### src/rtl/mem_arb_pkg.sv
// Shared types and constants for the fetch/data memory port arbiter.
package mem_arb_pkg;

  typedef enum logic [1:0] {IDLE, ISSUE, WAIT, RESP} arb_state_t;

  typedef enum logic {REQ_IF, REQ_DM} req_id_t;

  localparam int unsigned WORD_BYTES = 4;

endpackage

### src/rtl/rr_grant2.sv
// Two-way round-robin grant; the remembered winner advances only on an accepted request.
module rr_grant2
  import mem_arb_pkg::*;
(
  input  logic    clk,
  input  logic    reset,
  input  logic    req_if,
  input  logic    req_dm,
  input  logic    accept,
  output req_id_t grant
);

  req_id_t last_grant;

  always_comb begin
    grant = REQ_IF;
    if (req_if && req_dm) begin
      grant = (last_grant == REQ_IF) ? REQ_DM : REQ_IF;
    end else if (req_dm) begin
      grant = REQ_DM;
    end
  end

  // Reset to IF so the first contended grant goes to the data side.
  always_ff @(posedge clk) begin
    if (reset) begin
      last_grant <= REQ_IF;
    end else if (accept) begin
      last_grant <= grant;
    end
  end

endmodule

### src/rtl/mem_port_arbiter.sv
// Shares one single-port synchronous memory between instruction fetch and data accesses,
// one transaction in flight at a time, with a one-cycle response pulse per transaction.
module mem_port_arbiter
  import mem_arb_pkg::*;
#(
  parameter int unsigned MEM_ADDR_W = 12,
  parameter int unsigned RD_LAT     = 1
) (
  input  logic                  clk,
  input  logic                  reset,
  input  logic                  if_req_valid,
  input  logic [31:0]           if_req_addr,
  output logic                  if_req_ready,
  output logic                  if_rsp_valid,
  output logic [31:0]           if_rsp_data,
  input  logic                  dm_req_valid,
  input  logic                  dm_req_we,
  input  logic [3:0]            dm_req_be,
  input  logic [31:0]           dm_req_addr,
  input  logic [31:0]           dm_req_wdata,
  output logic                  dm_req_ready,
  output logic                  dm_rsp_valid,
  output logic [31:0]           dm_rsp_data,
  output logic                  mem_en,
  output logic [3:0]            mem_we,
  output logic [MEM_ADDR_W-1:0] mem_addr,
  output logic [31:0]           mem_wdata,
  input  logic [31:0]           mem_rdata,
  output logic                  busy
);

  if (RD_LAT == 0) begin : g_bad_rd_lat
    $error("mem_port_arbiter: RD_LAT must be at least 1");
  end

  localparam int unsigned OffW = $clog2(WORD_BYTES);
  localparam int unsigned CntW = (RD_LAT > 1) ? $clog2(RD_LAT) : 1;

  arb_state_t      state;
  req_id_t         owner;
  req_id_t         grant;
  logic            owner_we;
  logic [CntW-1:0] cnt;
  logic            can_accept;
  logic            accept;
  logic            unused_addr;

  // RESP behaves as idle for the handshake so back-to-back transactions lose no cycle.
  assign can_accept   = !reset && ((state == IDLE) || (state == RESP));
  assign if_req_ready = can_accept && (grant == REQ_IF);
  assign dm_req_ready = can_accept && (grant == REQ_DM);
  assign accept       = (if_req_valid && if_req_ready) || (dm_req_valid && dm_req_ready);
  assign busy         = (state != IDLE);
  assign unused_addr  = ^{if_req_addr, dm_req_addr};

  rr_grant2 u_rr_grant2 (
    .clk    (clk),
    .reset  (reset),
    .req_if (if_req_valid),
    .req_dm (dm_req_valid),
    .accept (accept),
    .grant  (grant)
  );

  always_ff @(posedge clk) begin
    if (reset) begin
      state        <= IDLE;
      owner        <= REQ_IF;
      owner_we     <= 1'b0;
      cnt          <= '0;
      mem_en       <= 1'b0;
      mem_we       <= 4'b0;
      mem_addr     <= '0;
      mem_wdata    <= 32'b0;
      if_rsp_valid <= 1'b0;
      if_rsp_data  <= 32'b0;
      dm_rsp_valid <= 1'b0;
      dm_rsp_data  <= 32'b0;
    end else begin
      if_rsp_valid <= 1'b0;
      dm_rsp_valid <= 1'b0;
      mem_en       <= 1'b0;
      mem_we       <= 4'b0;
      unique case (state)
        IDLE, RESP: begin
          if (accept) begin
            state  <= ISSUE;
            owner  <= grant;
            mem_en <= 1'b1;
            if (grant == REQ_DM) begin
              owner_we <= dm_req_we;
              mem_addr <= dm_req_addr[MEM_ADDR_W+OffW-1:OffW];
              if (dm_req_we) begin
                mem_we    <= dm_req_be;
                mem_wdata <= dm_req_wdata;
              end
            end else begin
              owner_we <= 1'b0;
              mem_addr <= if_req_addr[MEM_ADDR_W+OffW-1:OffW];
            end
          end else begin
            state <= IDLE;
          end
        end
        ISSUE: begin
          if (owner_we) begin
            state        <= RESP;
            dm_rsp_valid <= 1'b1;
          end else begin
            state <= WAIT;
            cnt   <= CntW'(RD_LAT - 1);
          end
        end
        WAIT: begin
          if (cnt == '0) begin
            state <= RESP;
            if (owner == REQ_DM) begin
              dm_rsp_valid <= 1'b1;
              dm_rsp_data  <= mem_rdata;
            end else begin
              if_rsp_valid <= 1'b1;
              if_rsp_data  <= mem_rdata;
            end
          end else begin
            cnt <= cnt - 1'b1;
          end
        end
        default: state <= IDLE;
      endcase
    end
  end

endmodule
### config.mk
export PLATFORM = sky130hd
export DESIGN_NAME = mem_port_arbiter
export DESIGN_NICKNAME = d
export VERILOG_FILES = /design/src/rtl/mem_arb_pkg.sv /design/src/rtl/rr_grant2.sv /design/src/rtl/mem_port_arbiter.sv
export SDC_FILE = /design/constraint.sdc
export NUM_CORES = 1
export LEC_CHECK = 0
export CORE_ASPECT_RATIO = 1.2
export CORE_MARGIN = 5
export CORE_UTILIZATION = 41
export CTS_CLUSTER_DIAMETER = 80
export CTS_CLUSTER_SIZE = 10
export DETAILED_ROUTE_END_ITERATION = 16
export PLACE_DENSITY = 0.92
export SYNTH_ARGS = -nofsm -noshare
export SYNTH_HDL_FRONTEND = slang
export SYNTH_SLANG_ARGS = --single-unit
### constraint.sdc
create_clock -name clk -period 3.9 [get_ports clk]
set_input_delay 0.39 -clock clk [delete_from_list [all_inputs] [get_ports clk]]
set_output_delay 0.39 -clock clk [all_outputs]
set_load 0.02 [all_outputs]
Word-level counts from Yosys, hierarchy flattened
Cells that the tools add are included.
{"block": "totals", "regBits": 121, "latch_bits": 0, "ram_bits": 0, "mem_bits_ro": 0, "inputBits": 137, "out_inout_bits": 118, "wordCells": 65, "mem_count": 0}
{"block": "op_classes", "n_addsub": 1, "mul": 0, "div": 0, "order_cmp": 0, "n_eq_ne": 5, "n_shift": 0, "n_mux": 18, "bitwise": 7, "reduce_logical": 21}
{"cell": "$mux W1", "count": 13}
{"cell": "$mux W12", "count": 1}
{"cell": "$not A1 Y1", "count": 7}
{"cell": "$logic_and A1 B1 Y1", "count": 6}
{"cell": "$pmux W2 S3", "count": 1}
{"cell": "$reduce_and A3 Y1", "count": 2}
{"cell": "$reduce_or A5 Y1", "count": 1}
{"cell": "$eq A2 B2 Y1 const B", "count": 2}
{"cell": "$ne A2 B2 Y1 const B", "count": 2}
{"cell": "$pmux W1 S2", "count": 2}
{"cell": "$reduce_and A2 Y1", "count": 2}
{"cell": "$reduce_and A4 Y1", "count": 1}
{"cell": "$reduce_bool A2 Y1", "count": 2}
{"cell": "$reduce_or A2 Y1", "count": 2}
{"cell": "$reduce_or A3 Y1", "count": 1}
{"cell": "$eq A2 B1 Y1 const B", "count": 1}
{"cell": "$logic_not A2 Y1", "count": 1}
{"cell": "$logic_or A1 B1 Y1", "count": 2}
{"cell": "$mux W2", "count": 1}
{"cell": "$logic_not A1 Y1", "count": 1}
{"cell": "$sub A1 B1 Y1 const B", "count": 1}

Longest topological paths before layout
{"block": "logic_depth", "ltp_word": 8, "depth_mapped": 7, "ltp_nobuf": 5}

Cells and area by module
From an unflattened synthesis, not the netlist that was laid out.
{"block": "unflattened", "hier_cells": 533, "area_unflattened_um2": 4491.8}
{"module": "mem_port_arbiter", "instances": 1, "cells_each": 528, "area_each_um2": 4440.5, "seq_area_each_um2": 2382.3}
{"module": "rr_grant2", "instances": 1, "cells_each": 5, "area_each_um2": 51.3, "seq_area_each_um2": 20.0}

Worst setup path before layout
No wires, ideal clock.
{"block": "synth_path", "kind": "input to output", "from": "input port dm_req_valid", "to": "output port dm_req_ready", "arrival_time_ns": 1.374, "required_time_ns": 3.510, "setup_slack_ns": 2.136, "stages": 4, "n_path_buf": 2, "cell_sequence": "a21bo_2 > buf_2 > buf_4 > nor3_1"}
{"block": "synth_between", "elab_chain_cells": 3, "elab_cells_between_ends": 4, "classes_between": "mux (2); reduce/logical (2)"}
{"item": "from (decl)", "line_no": "mem_port_arbiter.sv:16", "text": "input logic dm_req_valid,"}
{"item": "$mux W1 or $logic_and A1 B1 Y1 (tied branches)", "line_no": "rr_grant2.sv:19, rr_grant2.sv:17"}
{"item": "$mux W1 (*)", "line_no": "rr_grant2.sv:17", "text": "if (req_if && req_dm) begin"}
{"item": "$logic_and A1 B1 Y1 (*)", "line_no": "mem_port_arbiter.sv:51", "text": "assign dm_req_ready = can_accept && (grant == REQ_DM);"}
{"item": "to (decl)", "line_no": "mem_port_arbiter.sv:21", "text": "output logic dm_req_ready,"}
Mark *: on every way between the ends. The rest lies on a longest branch, timed or not.

Final worst setup path
Same ends and word-level chain as after synthesis.

==> qor.yml <==
run_status:
  status: "complete, no violations"
pwr:
  switching_share_pct: 30.8
  seq_power_share_pct: 34.7
  p_leak_nw: 2.79
  ir_drop_uv: 342
  power.switching_w: 0.00135
  power_density_nw_per_um2: 607
  p_comb_share_pct: 29.1
  p_int_w: 0.00303
  clkPwrFrac_pct: 36.2
detailed_routing:
  vias: 4295
  drtIter0Drc: 126
  detailedRoute.firstPassIterationCount: 4
  viasPerCell: 5.17
  detail-route-antenna-nets: 0
  drt_wl_total_mm: 13.6
  drcViolationCount: 0
  wl_per_cell_um: 16.4
cells_and_area:
  nets: 829
  seqCellArea_um2: 2400
  area_growth_pct: 61.2
  instances_no_fill: 831
  fillers: 780
  drive_gt1_share_pct: 14.7
  num_antenna_cells: 0
  multiInputGateArea_um2: 1840
die:
  pin_count: 255
  die_area_um2: 13100
  row_count: 41
  die_width_um: 105
  start_util_pct: 42.2
  die-height_um: 124
  core_um2: 10600
global_routing:
  grt_antenna_before_repair: 0
  grt_pass1_wl_mm: 21.1
  grt_pass1_vias: 4313
  grt_start_max_net_pins: 58
  grt_overflow: 0
  grt_usage_pct: 19.8
setup_path:
  startpoint_type: "primary input"
  required_ns: 3.51
  cp_data_arrival_time_ns: 2.26
  crit_fanout: 13
  startpoint: "dm_req_valid"
  path_cells: "clkdlybuf4s50_1 -> a21bo_2 -> nor3_1 -> clkdlybuf4s50_1"
  slowest_stage: "clkdlybuf4s50_1"
  critPathTopFamily: "buffers and inverters"
  cp-end-kind: "output pin"
  r2r-start: "state[0]"
  crit_top_cell: "clkdlybuf4s50_1"
  setup.worst_path.class: "in -> out"
  critPathBufInv: 2
  slowest_delay_ns: 0.68
sta:
  tightest_slew_ns: 1.28
  relSlewSlack_pct: 14.7
  fin_ws_ns: 1.25
  rsz0062_at_grt: "false"
  slew_viol_final: 0
  fmax_mhz: 377
  hold_viol: 0
  fin_skew_ns: 0.00730
  period_needed_ns: 2.65
  setup_tns_ns: 0
  finalSetupViolCount: 0
  min_period_over_period_pct: 68.0
placed_design:
  dp.cells: 799
  gp_congestion: 0.817
  place.port_buffers: 214
  place_ws_ns: 1.27
  dp_hpwl_mm: 10.0
clocking:
  cts_max_level: 4
  cts_setup_buffers: 0
  path_clk_slew_ns: 0.05
  clkSinkCount: 120
  cts_tree: "built"
  cts.path.max_buffers: 2
  ctsResizeCount: 0
  cts_made_buffers: 17
  hold_buffers: 0
  clock_tree.root_cell: "clkbuf_16"
  worstSkewPairLatency_ns: 0.39
synth:
  yosysSeqAreaShare_pct: 53.6
  syn_inst: 491
  syn_nets: 631
  yosysWarnings: 0
  ys_types: 30
  synth_edf_count: 0
  synthArstFlopShare_pct: 0
  synth_area_um2: 4480
  ys_seq_elements: 120
  ys.flop_type: "dfxtp_1"
  avgSynthCellArea_um2: 9.12
run:
  drv_cap: 0
worst_hold_path:
  hold_start: "reset"
  min-delay-path-class: "in -> reg"
cell type report:
cell class / count / share of cell area [%]
Multi-Input combinational cell: 324 / 25.5
Sequential cell: 120 / 33.3
Inverter: 6 / 0.312
Tap cell: 129 / 2.24
Clock buffer: 18 / 6.08
Timing Repair Buffer: 220 / 30.2
Clock inverter: 14 / 2.39
kinds of logic (layout without fill, tap and decap cells):
family                   after synthesis  in the layout  synth area share [%]
buffers and inverters                 47            258                  5.39
flip-flops                           120            120                  53.6
AO/OA/AOI/OAI                        107            107                  15.1
multiplexers                          24             24                  5.36
adder cells (fa/ha/maj)                3              3                 0.838
AND/OR/NAND/NOR                      190            190                  19.7
worst paths after layout:
kind / endpoint / slack, ns / cells after the start
max: dm_req_ready / 1.25 / 4
max reg2reg: mem_wdata[26] / 1.72 / 5
min: dm_rsp_data[26] / 0.43 / 2
min reg2reg: if_rsp_data[22] / 0.45 / 2
through the flow:
stage	hold WS, ns	cell area, µm²	util [%]	total power, W
after floorplan	0.462	4480	-	0.00225
after detailed placement	0.448	6610	62.2	0.00283
after global placement	0.441	6610	62.2	0.00278
after CTS	0.427	7220	68.0	0.00442
final	0.434	7220	68.0	0.00438
after global routing	0.438	7220	68.0	0.00459
state kept, by name, summed over array words and instances, names as in the netlist:
name	cells
mem_addr	12
owner	1
if_rsp_valid	1
mem_we	4
mem_wdata	32
state	2
u_rr_grant2.last_grant	1
mem_en	1
dm_rsp_data	32
if_rsp_data	32
owner_we	1
dm_rsp_valid	1
cell usage in the layout, fill, tap and decap left out, drive strengths merged:
cell type / Yosys / final
clkinvlp: 0 / 2
ha: 3 / 3
nand2b: 1 / 1
mux2i: 24 / 24
nor3: 3 / 3
nor3b: 1 / 1
a21boi: 1 / 1
and3: 36 / 36
and2: 1 / 1
bufinv: 0 / 3
nor2: 3 / 3
a21oi: 69 / 69
a21bo: 1 / 1
clkdlybuf4s50: 0 / 213
inv: 6 / 8
nand2: 144 / 144
buf: 26 / 7
a311oi: 1 / 1
o21bai: 1 / 1
nor2b: 1 / 1
clkbuf: 15 / 18
dfxtp: 120 / 120
clkinv: 0 / 7
o31ai: 2 / 2
a31o: 32 / 32
power by group through the flow:
stage,logic [W],registers (W),clock network [W]
floorplan,0.000512,0.00174,0
global placement,0.00125,0.00153,0
detailed placement,0.00128,0.00154,0
CTS,0.00129,0.00152,0.00162
global route,0.00137,0.00154,0.00168
finish,0.00128,0.00152,0.00159
cell usage after synthesis, types with 2 or more instances:
cell type,count,area share [%]
buf_1,9,0.75
o31ai_1,2,0.34
a31o_2,25,4.9
buf_6,6,1.5
nor2_1,3,0.25
inv_1,5,0.42
and3_2,32,5.4
nor3_1,2,0.22
dfxtp_1,120,54
and3_1,4,0.56
a31o_1,7,1.4
nand2_1,143,12
buf_2,10,1.1
ha_1,3,0.84
mux2i_1,24,5.4
clkbuf_1,12,1.0
a21oi_1,69,7.7
clkbuf_2,3,0.34
worst reg2reg max path: cells and delay by family (launching register included):
kind | cells | cell delay, ns
AO/OA/AOI/OAI | 1 | 0.36
adder cells (fa/ha/maj) | 1 | 0.44
buffers and inverters | 1 | 0.07
flip-flops | 1 | 0.33
AND/OR/NAND/NOR | 2 | 0.87
routing by layer:
layer	global-route usage (%)	wire, µm	vias to the layer above
met5	0	0	-
met1	21.1	5110	2001
li1	-	-	2054
met2	33.5	6550	218
met4	7.49	232	0
met3	9.90	1700	22
No activity file was read; power rests on OpenSTA's default activity.
